**config.mk**
```make
export PLATFORM = sky130hd
export DESIGN_NAME = inv_sqrt_sched
export DESIGN_NICKNAME = d
export VERILOG_FILES = /design/src/rtl/common_defs.sv /design/src/rtl/rr_arbiter.sv /design/src/rtl/inv_sqrt_sched.sv
export SDC_FILE = /design/constraint.sdc
export NUM_CORES = 1
export LEC_CHECK = 0
export BUFFER_PORTS_ARGS = -buffer_cell sky130_fd_sc_hd__buf_2
export CAP_MARGIN = 20
export CORE_AREA = 2 2 131 133
export DETAILED_ROUTE_END_ITERATION = 8
export DIE_AREA = 0 0 133 135
export GPL_ROUTABILITY_DRIVEN = 0
export PLACE_DENSITY = 0.89
export SKIP_CTS_REPAIR_TIMING = 1
export SYNTH_ARGS = -nofsm -noshare
export SYNTH_HDL_FRONTEND = slang
export SYNTH_SLANG_ARGS = --single-unit
export TNS_END_PERCENT = 10
```
**constraint.sdc**
```tcl
create_clock -name clk -period 9.8 [get_ports clk]
set_input_delay 0.98 -clock clk [delete_from_list [all_inputs] [get_ports clk]]
set_output_delay 0.98 -clock clk [all_outputs]
set_load 0.005 [all_outputs]
```
**src/rtl/common_defs.sv**
```systemverilog
// Shared types and constants for the inv_sqrt request scheduler.
// Holds the per-requester FSM state, the tag record and Q8.24 constants.
package common_defs;

   localparam int DEF_NUM_REQ = 4;
   localparam int TAG_IDX_W   = $clog2(DEF_NUM_REQ);

   localparam int          Q_FRAC_BITS = 24;
   localparam int          Q_WIDTH     = 32;
   localparam logic [31:0] Q_ZERO      = 32'h0000_0000;
   localparam logic [31:0] Q_ONE       = 32'h0100_0000;

   typedef enum logic [1:0] {
      ST_IDLE     = 2'd0,
      ST_INFLIGHT = 2'd1,
      ST_HOLD     = 2'd2
   } req_state_e;

   typedef struct packed {
      logic                 valid;
      logic [TAG_IDX_W-1:0] idx;
   } tag_t;

endpackage

```
**src/rtl/rr_arbiter.sv**
```systemverilog
// Round-robin arbiter: grants the first eligible index at or after ptr.
// Ports: clk, rst (async high), i_elig (eligible vector),
//        o_grant (one-hot or zero), o_ptr (current round-robin pointer).
module rr_arbiter #(
   parameter int N = 4
) (
   input  logic                 clk,
   input  logic                 rst,
   input  logic [N-1:0]         i_elig,
   output logic [N-1:0]         o_grant,
   output logic [$clog2(N)-1:0] o_ptr
);

   localparam int PW = $clog2(N);

   logic [PW-1:0] r_ptr;
   logic          w_any;
   logic [PW-1:0] w_gidx;
   logic [PW-1:0] w_j;

   always_comb begin
      o_grant = '0;
      w_any   = 1'b0;
      w_gidx  = '0;
      w_j     = '0;
      for (int k = 0; k < N; k++) begin
         // Scan order starts at the pointer and wraps modulo N.
         w_j = PW'((int'(r_ptr) + k) % N);
         if (!w_any && i_elig[w_j]) begin
            o_grant[w_j] = 1'b1;
            w_any        = 1'b1;
            w_gidx       = w_j;
         end
      end
   end

   always_ff @(posedge clk or posedge rst) begin
      if (rst) begin
         r_ptr <= '0;
      end else if (w_any) begin
         r_ptr <= (w_gidx == PW'(N - 1)) ? '0 : w_gidx + 1'b1;
      end
   end

   assign o_ptr = r_ptr;

endmodule

```
**src/rtl/inv_sqrt_sched.sv**
```systemverilog
// Shares one pipelined inv_sqrt unit among NUM_REQ requesters.
// Ports: clk, rst (async high); req_valid/req_ready/req_x operand side;
//        res_valid/res_ready/res_data result side; sq_x/sq_result to the
//        shared unit; busy = any requester in INFLIGHT or HOLD.
module inv_sqrt_sched
   import common_defs::*;
#(
   parameter int NUM_REQ = 4,
   parameter int WIDTH   = 32,
   parameter int LATENCY = 3
) (
   input  logic                     clk,
   input  logic                     rst,
   input  logic [NUM_REQ-1:0]       req_valid,
   output logic [NUM_REQ-1:0]       req_ready,
   input  logic [NUM_REQ*WIDTH-1:0] req_x,
   output logic [NUM_REQ-1:0]       res_valid,
   input  logic [NUM_REQ-1:0]       res_ready,
   output logic [NUM_REQ*WIDTH-1:0] res_data,
   output logic [WIDTH-1:0]         sq_x,
   input  logic [WIDTH-1:0]         sq_result,
   output logic                     busy
);

   req_state_e r_state     [NUM_REQ];
   req_state_e w_state_nxt [NUM_REQ];
   tag_t       r_tag       [LATENCY+1];
   logic [WIDTH-1:0] r_res [NUM_REQ];
   logic [WIDTH-1:0] r_sq_x;

   logic [NUM_REQ-1:0]         w_elig;
   logic [NUM_REQ-1:0]         w_grant;
   logic [NUM_REQ-1:0]         w_cap;
   logic                       w_any;
   logic [TAG_IDX_W-1:0]       w_gidx;
   logic [WIDTH-1:0]           w_gx;
   logic [$clog2(NUM_REQ)-1:0] w_unused_ptr;

   // Only registered IDLE counts, so a HOLD release waits one cycle.
   always_comb begin
      w_elig = '0;
      for (int i = 0; i < NUM_REQ; i++) begin
         w_elig[i] = req_valid[i] && (r_state[i] == ST_IDLE) && !rst;
      end
   end

   rr_arbiter #(
      .N (NUM_REQ)
   ) u_arb (
      .clk     (clk),
      .rst     (rst),
      .i_elig  (w_elig),
      .o_grant (w_grant),
      .o_ptr   (w_unused_ptr)
   );

   assign req_ready = w_grant;

   always_comb begin
      w_any  = |w_grant;
      w_gidx = '0;
      w_gx   = '0;
      for (int i = 0; i < NUM_REQ; i++) begin
         if (w_grant[i]) begin
            w_gidx = TAG_IDX_W'(i);
            w_gx   = req_x[i*WIDTH +: WIDTH];
         end
      end
   end

   // The oldest tag stage marks whose result sits on sq_result now.
   always_comb begin
      w_cap = '0;
      for (int i = 0; i < NUM_REQ; i++) begin
         w_cap[i] = r_tag[LATENCY].valid &&
                    (r_tag[LATENCY].idx == TAG_IDX_W'(i));
      end
   end

   always_comb begin
      for (int i = 0; i < NUM_REQ; i++) begin
         w_state_nxt[i] = r_state[i];
         unique case (r_state[i])
            ST_IDLE:     if (w_grant[i])   w_state_nxt[i] = ST_INFLIGHT;
            ST_INFLIGHT: if (w_cap[i])     w_state_nxt[i] = ST_HOLD;
            ST_HOLD:     if (res_ready[i]) w_state_nxt[i] = ST_IDLE;
            default:                       w_state_nxt[i] = ST_IDLE;
         endcase
      end
   end

   always_ff @(posedge clk or posedge rst) begin
      if (rst) begin
         for (int i = 0; i < NUM_REQ; i++) r_state[i] <= ST_IDLE;
      end else begin
         for (int i = 0; i < NUM_REQ; i++) r_state[i] <= w_state_nxt[i];
      end
   end

   always_ff @(posedge clk or posedge rst) begin
      if (rst) begin
         for (int s = 0; s <= LATENCY; s++) r_tag[s] <= '0;
         r_sq_x <= '0;
      end else begin
         r_tag[0] <= '{valid: w_any, idx: w_gidx};
         for (int s = 1; s <= LATENCY; s++) r_tag[s] <= r_tag[s-1];
         if (w_any) r_sq_x <= w_gx;
      end
   end

   always_ff @(posedge clk or posedge rst) begin
      if (rst) begin
         for (int i = 0; i < NUM_REQ; i++) r_res[i] <= '0;
      end else begin
         for (int i = 0; i < NUM_REQ; i++) begin
            if (w_cap[i]) r_res[i] <= sq_result;
         end
      end
   end

   always_comb begin
      res_data  = '0;
      res_valid = '0;
      busy      = 1'b0;
      for (int i = 0; i < NUM_REQ; i++) begin
         res_data[i*WIDTH +: WIDTH] = r_res[i];
         res_valid[i] = (r_state[i] == ST_HOLD);
         if (r_state[i] != ST_IDLE) busy = !rst;
      end
   end

   assign sq_x = r_sq_x;

endmodule

```
==> flow_metrics.py, run 1 <==
metrics = {
    "power_and_ir_drop": {
        "p_per_area_nw_per_um2": 391.5,
        "p_leak_uw": 0.004904,
        "ir_drop_v": 0.0002092,
    },
    "timing": {
        "worst_slew_pin_slew_ns": 1.012,
        "fin_crit_sh": 0.5608,
        "layout_min_cycle_time_ns": 5.496,
        "final_hold_viol_count": 0,
        "rsz0062_at_grt": "no",
        "max_freq_mhz": 181.9,
        "slew_headroom": 0.3156,
        "setup_violations": 0,
        "final_max_slew_viol_count": 0,
        "final.setup.tns_ns": 0,
        "fin_skew_ns": 0.009510,
    },
    "worst_setup_path": {
        "crit_arrival_ns": 4.52,
        "required_ns": 8.82,
        "cp_slowest_cell": "dfrtp_1",
        "startpoint_type": "flip-flop",
        "crit_fanout": 35,
        "end_kind": "output port",
        "cp_cell_sequence": "inv_1 -> ha_1 -> nand2b_1 -> nor4_1 -> a22oi_1 -> a21boi_0 -> or2_2 -> buf_2",
        "worst-setup-path-type": "reg2out",
        "critPathMaxStageDelay_ns": 0.76,
    },
    "logic_synthesis": {
        "syn-cell-area_um2": 7929,
        "synth_top_area_frac": 0.5744,
        "async_flop_share": 1.000,
        "yosysTopAreaCell": "dfrtp_1",
        "ys_types": 51,
        "ys_warn_count": 0,
        "ys_ff_latch": 182,
        "synthesis.nets": 745,
        "synth_seq_area_share": 0.5744,
        "syn_area_per_cell_um2": 13.93,
        "synth_area_leaders": "dfrtp_1 (57%), mux2_2 (18%), o221ai_1 (3.6%)",
        "synthFlopType": "dfrtp_1",
        "netlist_instances": 569,
        "synth_edf_count": 0,
    },
    "grt": {
        "grt_max_degree": 120,
        "grt_pass1_wl_mm": 34.51,
        "first_global_vias": 6425,
        "antenna_found_initial": 4,
        "grt_overflow": 0,
        "grtUsageTotal": 0.2481,
    },
    "floorplan": {
        "num_rows": 47,
        "die_area_um2": 17960,
        "core_um2": 16410,
        "ios": 339,
        "fp.dieW_um": 133,
        "initial_utilization": 0.4833,
        "die_y_um": 135,
    },
    "cts": {
        "cts_buffer_depth": 2,
        "cts_made_buffers": 17,
        "cts_tree": "done",
        "clock-sinks": 182,
        "clock_latency_ns": 0.42,
        "clockRootBuffer": "clkbuf_16",
        "clkSlewWorstSetupHoldPaths_ns": 0.07,
        "h-tree-depth": 4,
    },
    "placement": {
        "dp_cells": 1097,
        "portBuffers": 338,
        "dpl.hpwl_mm": 16.66,
    },
    "drt": {
        "first_iter_violations": 263,
        "drt-total-wl_mm": 22.63,
        "viasPerCell": 5.633,
        "wire_per_inst_um": 19.97,
        "vias": 6382,
        "drc": 0,
        "antenna_left": 0,
        "first_pass_iters": 5,
    },
    "min_path": {
        "hold_class": "reg2reg",
    },
    "status": {
        "status": "complete, no violations",
    },
    "final_layout": {
        "area_growth_pct": 30.80,
        "drive_gt1_frac": 0.5747,
        "n_fill_cell": 1244,
        "post-route-util": 0.6321,
        "layoutNonFillerInstCount": 1133,
        "final_nets": 1074,
    },
    "job": {
        "drv_cap": 0,
    },
}
## synthesized netlist by cell type, drive strengths merged, types with 5 or more instances
cell type / number
a22oi: 33
nor2: 8
o221ai: 33
nor4b: 5
nor2b: 5
dfrtp: 182
buf: 11
inv: 9
o211ai: 5
ha: 6
clkbuf: 28
o21ai: 8
a21oi: 8
nand2b: 6
mux2: 128
nand2: 10
a2bb2oi: 32
## report_power, final
| part | leakage (µW) | total (µW) | switching, µW | internal [µW] |
|---|---|---|---|---|
| Combinational | 0.00248 | 2020 | 990 | 1030 |
| Sequential | 0.00215 | 1400 | 240 | 1160 |
| Clock | 0.000267 | 642 | 306 | 336 |
| Total | 0.00490 | 4060 | 1540 | 2520 |
## flip-flops by register name, indices dropped and copies added (netlist names)
| register | flops |
|---|---|
| u_arb.o_ptr | 2 |
| sq_x | 32 |
| r_tag | 12 |
| r_state | 8 |
| res_data | 128 |
## final cells by class
type / instances / area (µm²) / share of cell area
clock buffer: 17 / 425.4 / 0.04102
sequential: 182 / 4554 / 0.4391
inverter: 9 / 38.79 / 0.003740
tap: 220 / 275.3 / 0.02654
timing repair buffer: 349 / 1792 / 0.1728
clock inverter: 14 / 136.4 / 0.01315
antenna: 3 / 7.507 / 0.0007239
multi-input combinational: 339 / 3142 / 0.3029
## per-stage QoR
step	instance area (µm²)	hold slack (ns)	power (µW)	setup WS [ns]
finish	10370	0.3471	4061	4.304
global route	10370	0.3539	4321	4.026
CTS	10330	0.3496	4078	4.382
detailed placement	9769	0.3347	3426	4.804
global placement	9769	0.3315	3331	4.990
floorplan	7929	0.3312	2728	3.751
## logic make-up after synthesis
kind of cell	after synthesis	share of synthesized area
buffers and inverters	48	0.03156
xor gates and xnor gates	1	0.001105
DFF	182	0.5744
and+or+nand+nor	56	0.04671
AOI/OAI and AO/OA	143	0.1423
muxes	133	0.1944
adders and majority gates	6	0.009468
## cell usage in the layout, fill, tap and decap left out, drive strengths merged, types with 3 or more instances in the layout
| master | synthesis | layout |
|---|---|---|
| clkinvlp | 0 | 3 |
| nor2b | 5 | 5 |
| nor2 | 8 | 8 |
| nor3 | 3 | 3 |
| inv | 9 | 16 |
| dfrtp | 182 | 182 |
| mux2 | 128 | 128 |
| o31ai | 3 | 3 |
| clkinv | 0 | 4 |
| nand2 | 10 | 10 |
| a2bb2oi | 32 | 32 |
| diode | 0 | 3 |
| nor4 | 4 | 4 |
| o221ai | 33 | 33 |
| buf | 11 | 348 |
| nor4b | 5 | 5 |
| a211oi | 4 | 4 |
| a31o | 3 | 3 |
| o211ai | 5 | 5 |
| a21oi | 8 | 8 |
| o21ai | 8 | 8 |
| clkbuf | 28 | 18 |
| mux4 | 4 | 4 |
| a22oi | 33 | 33 |
| ha | 6 | 6 |
| or4b | 4 | 4 |
| nand2b | 6 | 6 |
## worst paths after layout
kind	startpoint	cells past startpoint	endpoint	slack (ns)
hold reg to reg	r_tag[3]$_DFF_PP0_	0	r_tag[0]$_DFF_PP0_	0.35
setup reg to reg	u_arb.o_ptr[0]$_DFFE_PP0P_	9	sq_x[7]$_DFFE_PP0P_	5.44
hold / removal	r_tag[3]$_DFF_PP0_	0	r_tag[0]$_DFF_PP0_	0.35
min in group asynchronous	rst	2	res_data[69]$_DFFE_PP0P_	0.64
setup / recovery	u_arb.o_ptr[0]$_DFFE_PP0P_	8	req_ready[3]	4.30
max in group asynchronous	rst	4	res_data[99]$_DFFE_PP0P_	7.60
## metal layers
metal,global-route usage,part of all wire,vias up
li1,-,-,2869
met4,0.09020,0.020,2
met5,0,0.00057,-
met1,0.2925,0.38,3159
met3,0.05030,0.066,34
met2,0.4502,0.54,318
## worst max-delay path: cells and delay by family, from the launching register on
family	cells	cell delay (ns)
AO/OA/AOI/OAI	2	0.95
adder cells (fa/ha/maj)	1	0.58
AND/OR/NAND/NOR	3	1.33
flip-flops	1	0.76
buffers and inverters	2	0.48
(Power assumes the default switching activity.)
==> inputs of run 2 (changes only) <==
- CORE_AREA: 2 2 131 133 -> default
- CORE_UTILIZATION: default -> 48
- DIE_AREA: 0 0 133 135 -> default
- clock period: 9.8 -> 5.2 ns (I/O delays scaled with it)
==> run 2 against run 1 <==
Sequential power is 87% higher. Clock skew is 0.0045 ns higher. Largest cell class unchanged. Wire length is 0.54% lower.
==> flow_metrics.py, run 2 (synthesized netlist as in run 1, its figures left out) <==
metrics = {
    "power_and_ir_drop": {
        "p_per_area_nw_per_um2": 742.1,
        "seqPwrFrac": 0.341,
        "power_frac_comb": 0.498,
        "p_leak_uw": 0.004903,
        "power.switching_uw": 2916,
        "pwr-share-clk": 0.161,
        "ir_drop_v": 0.0004245,
        "p_sw_frac": 0.3790,
        "internal-power_uw": 4778,
    },
    "timing": {
        "final_max_slew_viol_count": 0,
        "fin_ws_ns": 0.3390,
        "rsz0062_at_grt": "no",
        "fin_crit_sh": 0.9348,
        "setup_violations": 0,
        "fin_skew_ns": 0.01400,
        "layout_min_cycle_time_ns": 4.861,
        "slew_headroom": 0.2845,
        "hold_ws_ns": 0.2665,
        "worst_slew_pin_slew_ns": 1.058,
        "max_freq_mhz": 205.7,
        "final.setup.tns_ns": 0,
        "final_hold_viol_count": 0,
    },
    "floorplan": {
        "die_area_um2": 17040,
        "core_um2": 16000,
        "fp.dieW_um": 130.5,
        "num_rows": 46,
        "die_y_um": 130.5,
        "ios": 339,
        "initial_utilization": 0.4955,
    },
    "worst_setup_path": {
        "worst-setup-path-type": "reg2out",
        "critPathMaxStageDelay_ns": 0.76,
        "cp_top_family": "compound AO/OA/AOI/OAI gates",
        "crit_buf_inv": 3,
        "crit_arrival_ns": 4.34,
        "end_kind": "output port",
        "cp_slowest_cell": "dfrtp_1",
        "required_ns": 4.68,
        "cp_cell_sequence": "inv_1 -> ha_1 -> nand2b_1 -> nor4_1 -> a22oi_1 -> a21boi_0 -> or2_2 -> buf_4 -> buf_2",
        "startpoint_type": "flip-flop",
        "crit_fanout": 35,
    },
    "grt": {
        "grt_max_degree": 154,
        "first_global_vias": 6242,
        "antenna_found_initial": 5,
        "grt_overflow": 0,
        "grt_pass1_wl_mm": 33.13,
        "grtUsageTotal": 0.2592,
    },
    "drt": {
        "first_iter_violations": 341,
        "viasPerCell": 5.638,
        "drc": 0,
        "antenna_left": 0,
        "wire_per_inst_um": 19.90,
        "vias": 6377,
        "drt-total-wl_mm": 22.51,
        "first_pass_iters": 5,
    },
    "placement": {
        "portBuffers": 338,
        "dp_cells": 1094,
        "postPlaceCellArea_um2": 9783,
        "dp_slack_ns": 0.9381,
        "dpl.hpwl_mm": 16.26,
    },
    "final_layout": {
        "drive_gt1_frac": 0.5747,
        "final_common_cell": "buf_2",
        "fin_area_um2": 10370,
        "final_nets": 1073,
        "area_growth_pct": 30.77,
        "largest_reg_flops": 128,
        "layoutNonFillerInstCount": 1131,
        "layout_common_cells": "buf_2 (338), dfrtp_1 (182), mux2_2 (128)",
    },
    "cts": {
        "h-tree-depth": 4,
        "clock-sinks": 182,
        "clockRootBuffer": "clkbuf_16",
        "clkSlewWorstSetupHoldPaths_ns": 0.08,
        "cts_buffer_depth": 2,
        "clock_latency_ns": 0.43,
        "cts_tree": "done",
        "cts_made_buffers": 17,
    },
    "min_path": {
        "hold_class": "in2async",
    },
    "status": {
        "status": "complete, no violations",
    },
    "job": {
        "drv_cap": 0,
    },
}
==> run 2: cell count changes in the layout (fill, tap and decap cells not counted) <==
cell / delta
diode_2: +2
buf_12: +1
buf_16: -1
clkbuf_2: -1
clkbuf_8: +1
clkinv_2: +1
inv_6: -1
==> run 2: power groups by stage <==
stage	registers (µW)	logic [µW]	clock network [µW]
after floorplan	2610	2530	0
after global placement	2590	3670	0
after detailed placement	2640	3810	0
after CTS	2620	3830	1260
after global routing	2710	4170	1320
final	2620	3830	1240
==> run 2: worst paths after layout <==
path	from	slack (ns)	to	cells past startpoint
min in group clk	r_tag[7]$_DFF_PP0_	0.35	r_tag[4]$_DFF_PP0_	0
hold / removal	rst	0.27	r_state[1]$_DFFE_PP0P_	2
setup / recovery	u_arb.o_ptr[0]$_DFFE_PP0P_	0.34	req_ready[3]	9
hold reg to reg	r_tag[7]$_DFF_PP0_	0.35	r_tag[4]$_DFF_PP0_	0
setup reg to reg	u_arb.o_ptr[0]$_DFFE_PP0P_	1.00	sq_x[8]$_DFFE_PP0P_	10
max in group asynchronous	rst	3.69	res_data[72]$_DFFE_PP0P_	3
==> run 2: final cells by class <==
class / instances / area, µm²
clock buffer: 18 / 439.2
clock inverter: 14 / 133.9
fill: 1214 / 5632
sequential: 182 / 4554
multi-input combinational: 339 / 3142
inverter: 9 / 37.54
tap: 216 / 270.3
antenna: 5 / 12.51
timing repair buffer: 348 / 1779
==> run 2: stage by stage <==
step	util	power (µW)
5_1_grt	0.6480	8207
6_report	0.6480	7694
3_3_place_gp	0.6114	6254
2_1_floorplan	-	5142
3_5_place_dp	0.6114	6447
4_1_cts	0.6472	7718
==> run 2: per-layer routing <==
layer / track usage / share of wire / vias to the layer above
li1: - / - / 2878
met2: 0.4547 / 0.51 / 324
met3: 0.06270 / 0.077 / 58
met5: 0 / 0 / -
met4: 0.1258 / 0.033 / 0
met1: 0.2968 / 0.38 / 3117
==> inputs of run 3 (changes only) <==
- REMOVE_ABC_BUFFERS: default -> 1
==> run 3 against run 2 <==
Cell count hardly changed. Clock power about the same. Wire length increased by 0.77%. Register-to-register slack lost 0.02 ns. Combinational power about the same. Clock skew about the same. Critical endpoint unchanged. Sequential power barely moved. Largest power group unchanged.
==> flow_metrics.py, run 3 (synthesized netlist as in run 1, its figures left out) <==
metrics = {
    "drt": {
        "wl_met1_mm": 8.401,
        "dr_wl_met3_mm": 1.718,
        "routed.top_layer": "met4",
        "antenna_left": 0,
        "vias": 6429,
        "first_pass_iters": 5,
        "first_iter_violations": 396,
        "wire_per_inst_um": 20.07,
        "drc": 0,
        "drt-total-wl_mm": 22.68,
        "dr_wl_met2_mm": 11.94,
        "viasPerCell": 5.689,
    },
    "final_layout": {
        "final_common_cell": "buf_2",
        "drive_gt1_frac": 0.5746,
        "layoutNonFillerInstCount": 1130,
        "layout_common_cells": "buf_2 (338), dfrtp_1 (182), mux2_2 (128)",
        "final_nets": 1075,
        "fin_area_um2": 10350,
        "area_growth_pct": 30.60,
        "largest_reg_flops": 128,
    },
    "grt": {
        "grt_overflow": 0,
        "first_global_vias": 6278,
        "grt_pass1_wl_mm": 33.38,
        "grtUsageTotal": 0.2620,
        "grt_max_degree": 81,
        "antenna_found_initial": 2,
    },
    "worst_setup_path": {
        "rrSetupSlack_ns": 0.98,
        "crit_buf_inv": 3,
        "startpoint_type": "flip-flop",
        "cp_top_family": "compound AO/OA/AOI/OAI gates",
        "cp_slowest_cell": "dfrtp_1",
        "worstSetupStartpoint": "u_arb.o_ptr[0]$_DFFE_PP0P_",
        "timing.rr.start": "u_arb.o_ptr[0]$_DFFE_PP0P_",
        "cp_cell_sequence": "inv_1 -> ha_1 -> nand2b_1 -> nor4_1 -> a22oi_1 -> a21boi_0 -> or2_2 -> buf_4 -> buf_2",
        "worst-setup-path-type": "reg2out",
        "end_kind": "output port",
        "critPathMaxStageDelay_ns": 0.75,
        "crit_arrival_ns": 4.23,
        "r2r-end": "sq_x[3]$_DFFE_PP0P_",
        "required_ns": 4.68,
        "crit_fanout": 35,
        "rr_worst_depth": 10,
    },
    "cts": {
        "cts_made_buffers": 17,
        "clock_latency_ns": 0.43,
        "cts_tree": "done",
        "clock-sinks": 182,
        "cts_buffer_depth": 2,
        "h-tree-depth": 4,
        "clkSlewWorstSetupHoldPaths_ns": 0.07,
        "clockRootBuffer": "clkbuf_16",
    },
    "timing": {
        "hold_ws_ns": 0.3016,
        "worst_slew_pin_slew_ns": 1.037,
        "layout_min_cycle_time_ns": 4.751,
        "fin_skew_ns": 0.01350,
        "setup_violations": 0,
        "rsz0062_at_grt": "no",
        "final_hold_viol_count": 0,
        "fin_crit_sh": 0.9137,
        "final_max_slew_viol_count": 0,
        "max_freq_mhz": 210.5,
        "final.setup.tns_ns": 0,
        "slew_headroom": 0.2989,
    },
    "floorplan": {
        "core_um2": 16000,
        "initial_utilization": 0.4955,
        "ios": 339,
        "die_y_um": 130.5,
        "die_area_um2": 17040,
        "num_rows": 46,
        "fp.dieW_um": 130.5,
    },
    "power_and_ir_drop": {
        "p_per_area_nw_per_um2": 739.9,
        "p_leak_uw": 0.004896,
        "ir_drop_v": 0.0006608,
    },
    "min_path": {
        "hold_class": "in2async",
    },
    "placement": {
        "dpl.hpwl_mm": 16.62,
        "portBuffers": 338,
        "postPlaceCellArea_um2": 9779,
        "dp_cells": 1095,
    },
    "status": {
        "status": "complete, no violations",
    },
    "job": {
        "drv_cap": 0,
    },
}
-- run 3: cell type report --
cell class | instances | area [µm²]
antenna | 2 | 5.005
tap | 216 | 270.3
multi-input combinational | 339 | 3142
inverter | 9 | 38.79
fill | 1209 | 5645
timing repair buffer | 350 | 1779
sequential | 182 | 4554
clock buffer | 18 | 429.2
clock inverter | 14 | 136.4
-- run 3: how the worst max path moves through the flow --
stage / cells after the start / to / slack, ns
finish: 9 / req_ready[3] / 0.45
global route: 9 / req_ready[3] / 0.13
global placement: 9 / sq_x[3]$_DFFE_PP0P_ / 1.16
detailed placement: 9 / req_ready[3] / 1.01
floorplan: 1 / r_state[0]$_DFFE_PP0P_ / -0.26
CTS: 9 / req_ready[3] / 0.52
-- run 3: power breakdown --
group          switching (µW)  internal [µW]
clock network             594            635
logic                    1850           1950
registers                 453           2180
-- run 3: per-layer routing --
metal	vias up	GRT usage
met5	-	0
met2	340	0.4622
met4	0	0.1055
met1	3188	0.2972
met3	36	0.07736
li1	2865	-
-- run 3: stage by stage --
step | util | setup slack, ns | power (µW)
detailed placement | 0.6112 | 1.010 | 6432
global placement | 0.6112 | 1.160 | 6268
global route | 0.6472 | 0.1296 | 8195
floorplan | - | -0.2637 | 4942
finish | 0.6472 | 0.4488 | 7662
CTS | 0.6465 | 0.5160 | 7688
